`config.mk`:
```
export PLATFORM = sky130hd
export DESIGN_NAME = mux8_frame_serializer
export DESIGN_NICKNAME = d
export VERILOG_FILES = /design/src/rtl/mux8_frame_serializer.sv
export SDC_FILE = /design/constraint.sdc
export NUM_CORES = 1
export LEC_CHECK = 0
export BUFFER_PORTS_ARGS = -buffer_cell sky130_fd_sc_hd__buf_2
export CORE_AREA = 2 2 39 41
export CTS_CLUSTER_SIZE = 25
export DETAILED_ROUTE_END_ITERATION = 6
export DIE_AREA = 0 0 41 43
export GPL_TIMING_DRIVEN = 0
export PLACE_DENSITY = 0.74
export SETUP_SLACK_MARGIN = 0.4
export SLEW_MARGIN = 20
export SYNTH_ARGS = -nofsm -noshare
export SYNTH_HDL_FRONTEND = slang
export SYNTH_SLANG_ARGS = --single-unit
```
`constraint.sdc`:
```
create_clock -name clk -period 5.9 [get_ports clk]
set_clock_uncertainty 0.1 [all_clocks]
set_input_delay 1.18 -clock clk [delete_from_list [all_inputs] [get_ports clk]]
set_output_delay 1.18 -clock clk [all_outputs]
set_load 0.03 [all_outputs]
```
`src/rtl/mux8_frame_serializer.sv`:
```
// Serializes a captured WIDTH-bit word LSB first, stepping the mux select once per clock.
// Optional even-parity trailer bit is compiled in with SERIALIZER_PARITY_EN.
module mux8_frame_serializer #(
    parameter int   WIDTH    = 8,
    parameter int   SEL_W    = $clog2(WIDTH),
    parameter logic IDLE_BIT = 1'b0
) (
    input  logic             clk,
    input  logic             rst_n,
    input  logic [WIDTH-1:0] in_data_i,
    input  logic             in_valid_i,
    output logic             in_ready_o,
    output logic [SEL_W-1:0] sel_o,
    output logic             ser_bit_o,
    output logic             ser_valid_o,
    output logic             frame_last_o,
    output logic             busy_o
);

    typedef enum logic [1:0] {
        ST_IDLE,
        ST_SHIFT
`ifdef SERIALIZER_PARITY_EN
        , ST_PARITY
`endif
    } state_t;

    localparam logic [SEL_W-1:0] LAST_SEL = SEL_W'(WIDTH - 1);

    state_t             state_q, state_d;
    logic [WIDTH-1:0]   word_q, word_d;
    logic [SEL_W-1:0]   sel_q, sel_d;
    logic               ser_bit_q, ser_bit_d;
    logic               ser_valid_q, ser_valid_d;
    logic               frame_last_q, frame_last_d;
    logic [SEL_W-1:0]   sel_inc;
    logic               frame_end;
    logic               ready;

    always_comb begin
        state_d      = state_q;
        word_d       = word_q;
        sel_d        = sel_q;
        ser_bit_d    = ser_bit_q;
        ser_valid_d  = ser_valid_q;
        frame_last_d = frame_last_q;
        frame_end    = 1'b0;
        ready        = 1'b0;
        sel_inc      = sel_q + SEL_W'(1);

        case (state_q)
            ST_IDLE: frame_end = 1'b1;
            ST_SHIFT: begin
                if (sel_q != LAST_SEL) begin
                    sel_d     = sel_inc;
                    ser_bit_d = word_q[sel_inc];
`ifdef SERIALIZER_PARITY_EN
                    frame_last_d = 1'b0;
`else
                    frame_last_d = (sel_inc == LAST_SEL);
`endif
                end else begin
`ifdef SERIALIZER_PARITY_EN
                    // sel holds at the last index while the parity bit goes out
                    state_d      = ST_PARITY;
                    ser_bit_d    = ^word_q;
                    frame_last_d = 1'b1;
`else
                    frame_end = 1'b1;
`endif
                end
            end
`ifdef SERIALIZER_PARITY_EN
            ST_PARITY: frame_end = 1'b1;
`endif
            default: state_d = ST_IDLE;
        endcase

        // Idle and the final frame cycle share one handoff: reload or fall back to idle
        if (frame_end) begin
            ready = 1'b1;
            if (in_valid_i) begin
                state_d      = ST_SHIFT;
                word_d       = in_data_i;
                sel_d        = '0;
                ser_bit_d    = in_data_i[0];
                ser_valid_d  = 1'b1;
                frame_last_d = 1'b0;
            end else begin
                state_d      = ST_IDLE;
                sel_d        = '0;
                ser_bit_d    = IDLE_BIT;
                ser_valid_d  = 1'b0;
                frame_last_d = 1'b0;
            end
        end
    end

    always_ff @(posedge clk or negedge rst_n) begin
        if (!rst_n) begin
            state_q      <= ST_IDLE;
            word_q       <= '0;
            sel_q        <= '0;
            ser_bit_q    <= IDLE_BIT;
            ser_valid_q  <= 1'b0;
            frame_last_q <= 1'b0;
        end else begin
            state_q      <= state_d;
            word_q       <= word_d;
            sel_q        <= sel_d;
            ser_bit_q    <= ser_bit_d;
            ser_valid_q  <= ser_valid_d;
            frame_last_q <= frame_last_d;
        end
    end

    assign in_ready_o   = ready;
    assign sel_o        = sel_q;
    assign ser_bit_o    = ser_bit_q;
    assign ser_valid_o  = ser_valid_q;
    assign frame_last_o = frame_last_q;
    assign busy_o       = (state_q != ST_IDLE);

endmodule

```
; ---- After elaboration in Yosys (flattened, before gate mapping)
; Index checks and enable logic that the tools add are counted.
[totals]
register_bits = 16
in_bits = 11
elab_cells = 38
[classes]
add_sub_neg = 1
magnitude_cmp = 1
n_eq_ne = 4
mux = 19
n_reduce_logical = 7
[ops]
columns = op, count
row1 = $mux 1, 12
row2 = $mux 3, 3
row3 = $reduce_bool 2->1, 3
row4 = $lt 3x4->1 const B, 1
row5 = $mux 2, 2
row6 = $reduce_and 2->1, 2
row7 = $add 3x1->3 const B, 1
row8 = $bmux 1 s3, 1
row9 = $eq 3x3->1 const B, 1
row10 = $ne 3x3->1 const B, 1
row11 = $eq 2x1->1 const B, 1
row12 = $logic_not 2->1, 1
row13 = $ne 2x1->1 const B, 1
row14 = $pmux 1 s2, 1
row15 = $reduce_or 2->1, 1

; ---- Longest topological paths before layout
[depth]
depth_word = 6
ltp_mapped = 6

; ---- Least setup slack after synthesis
; No wires, ideal clock.
[synth_timing]
path_kind = flip-flop to output port
startpoint = reg sel_q[0] (netlist: sel_o[0])
endpoint = out in_ready_o
t_arrival_ns = 1.264
t_required_ns = 4.620
setup_slack_ns = 3.356
stages_incl_launch_ff = 5
path_cell_list = dfrtp_1 ha_1 ha_1 and2b_1 inv_2
[synth_via]
elab_chain_cells = 4
[synth_rtl]
columns = element, line_no
row1 = from (decl), 32  ; logic [SEL_W-1:0] sel_q, sel_d;
row2 = from (signal assigned), 110  ; sel_q <= sel_d;
row3 = $ne 3x3->1, 54  ; if (sel_q != LAST_SEL) begin
row4 = $mux 1, 54
row5 = $pmux 1 s2, 51  ; case (state_q)
row6 = $mux 1, 80  ; if (frame_end) begin
row7 = to (decl), 12  ; output logic in_ready_o,
; Every way passes these cells.

; ---- Worst setup path after layout
; Same ends and word-level chain as after synthesis.

==> metrics <==
status=completed; pwr dens=605 nW/um2; proportion of layout cells with a drive suffix above 1=0.522; Placer Congestion=0.687; vias in the first global route=411; Crit Path Max Fanout=6; setup ws final=2970 ps; latest clock arrival within the worst-skew pair=280 ps; Synth area leader=dfrtp_1; pre-CTS WS=3250 ps; HPWL after DPL=776 um; DIE AREA=1760 um2; Period Utilization, post-route=0.497; Pleak=0.400 nW; core box area=1380 um2; Tot GR Track Use=0.137; TritonCTS clock tree=yes; GRT overflow=0; synth top area cells=dfrtp_1, mux2_2, ha_1, mux4_1, o41ai_2; I/O pins=19; Post-Layout Inst Area=782 um2; fin nets=82; clock tree buffer depth=2; CP arrival=1650 ps; antenna violations before repair=0; area post-placement=756 um2; Slew Limit Headroom=0.674; area share of the largest cell type after synthesis=0.581; clock sinks=15; WP data required=4620 ps; P_sw=0.000185 W; Pint=0.000288 W; Hold Path Origin=ser_valid_o; mean post-synth cell area=14.3 um2; CP Capture Type=primary output; Starting Density=0.467; Vias=421; first-pass iteration count of the detailed router=2; Worst setup SP type=flip-flop; sequential element share of the synthesized area=0.581; Post-Syn Area=646 um2; Reg2Reg Launch Point=sel_o[0]; Cells after Synth=45; CP Launch Point=sel_o[0]; Post-CTS Resized=0; first-pass GRT wire length=1.59 mm; Post-CTS Setup Bufs=0; PortBufs=18; Antenna Nets Post-Route=0; Max Fclk=0.341 GHz; ANT cells=0; Die X=41 um; Hold Vio Cnt, Final=0; maxcap violations=0; CTS root buf=clkbuf_4; crit path time final=2930 ps; Clock Power Share=0.121; largest net degree at the start of global routing=16; final WL=984 um; number of synthesized register bits=15; crit path kind=reg -> out; Overall Power=0.000473 W; setup_tns=0 ps; first-iteration detailed-routing DRC count=1; Hold Buf Count CTS=0; Max Slew Vio Count=0; Die Span Y=43 um; Synth-to-Final Area Change=21.1%; RSZ-0062 raised after global routing=no; H-tree Lvls=1; combinational power share=0.499; sequential power share=0.380; Hold WC Path Type=reg -> reg; Via density=5.07; FP Rows=14; final setup violation count=0; drt drc=0; Synth Net Count=59; worst vdd rail ir drop=0.279 mV; Clock transition at path regs=80 ps; sw frac=0.390; Yosys warnings=0; post-DR wirelength/cell=11.9 um; worst-margin pin slew=477 ps; post-synth cell types=19; Num CTS Buffers=3
-- stage by stage --
step / cells / hold slack [ps] / util
5_1_grt: 83 / 411 / 0.565
2_1_floorplan: 45 / 359 / -
3_3_place_gp: 79 / 358 / 0.546
6_report: 83 / 383 / 0.565
4_1_cts: 83 / 384 / 0.565
3_5_place_dp: 79 / 364 / 0.546
-- synthesized netlist by cell type, drive strengths merged --
master / n
nor2: 2
and2: 1
ha: 3
nand2b: 1
and2b: 1
mux2i: 1
o41ai: 1
dfrtp: 15
a21bo: 1
inv: 2
nor2b: 2
nand3: 1
nand2: 3
mux2: 7
and3: 2
a2111oi: 1
mux4: 1
-- layer usage --
| metal | routed length (um) | GRT usage | up-vias |
|---|---|---|---|
| met4 | 21 | 0.0800 | 0 |
| li1 | - | - | 205 |
| met5 | 0 | 0 | - |
| met1 | 422 | 0.153 | 199 |
| met2 | 479 | 0.222 | 15 |
| met3 | 60 | 0.0314 | 2 |
-- registers in the layout, indices dropped and copies added (netlist names) --
register / cells
ser_valid_o: 1
word_q: 8
state_q: 1
sel_o: 3
frame_last_o: 1
ser_bit_o: 1
-- worst max-delay path, stage by stage (launching register included) --
cell,delay [ps]
dfrtp_1,450
ha_1,220
ha_1,170
and2b_1,260
inv_2,90
buf_2,180
-- power groups by stage --
stage          Sequential, W  Combinational (W)   Clock, W
6_report            0.000179           0.000236  0.0000574
5_1_grt             0.000187           0.000258  0.0000623
4_1_cts             0.000181           0.000240  0.0000600
3_5_place_dp        0.000183           0.000240          0
3_3_place_gp        0.000180           0.000233          0
2_1_floorplan       0.000220           0.000143          0
-- cell families after synthesis --
kind of cell | after synthesis | synth area share
muxes | 9 | 0.178
DFF | 15 | 0.581
buffers and inverters | 2 | 0.0116
adders and majority gates | 3 | 0.0581
AOI/OAI and AO/OA | 3 | 0.0543
and+or+nand+nor | 13 | 0.116
-- final timing paths --
check                         endpoint  slack (ps)  depth (start not counted)
max in group asynchronous    word_q[4]        4770                          1
hold reg to reg            ser_valid_o         380                          2
min in group asynchronous     sel_o[1]         690                          1
hold / removal             ser_valid_o         380                          2
setup / recovery            in_ready_o        2970                          5
setup reg to reg             ser_bit_o        3890                          5
-- area by class of cell --
class                   count  area (um2)
well taps                  16        20.0
flip-flops and latches     15         375
fillers                   123         602
multi-input cells          28         263
repair buffers             18        90.1
inverters                   2        7.51
clock buffers               4        26.3
-- layout by cell type (no fill, tap or decap), types with 2 or more instances in the layout --
master,synthesis,layout
nor2b_1,2,2
nand2_1,2,2
buf_2,0,18
dfrtp_1,15,15
and3_2,2,2
clkbuf_4,0,3
ha_1,3,3
mux2_2,7,7
nor2_1,2,2
No activity file was read; power rests on OpenSTA's default activity.
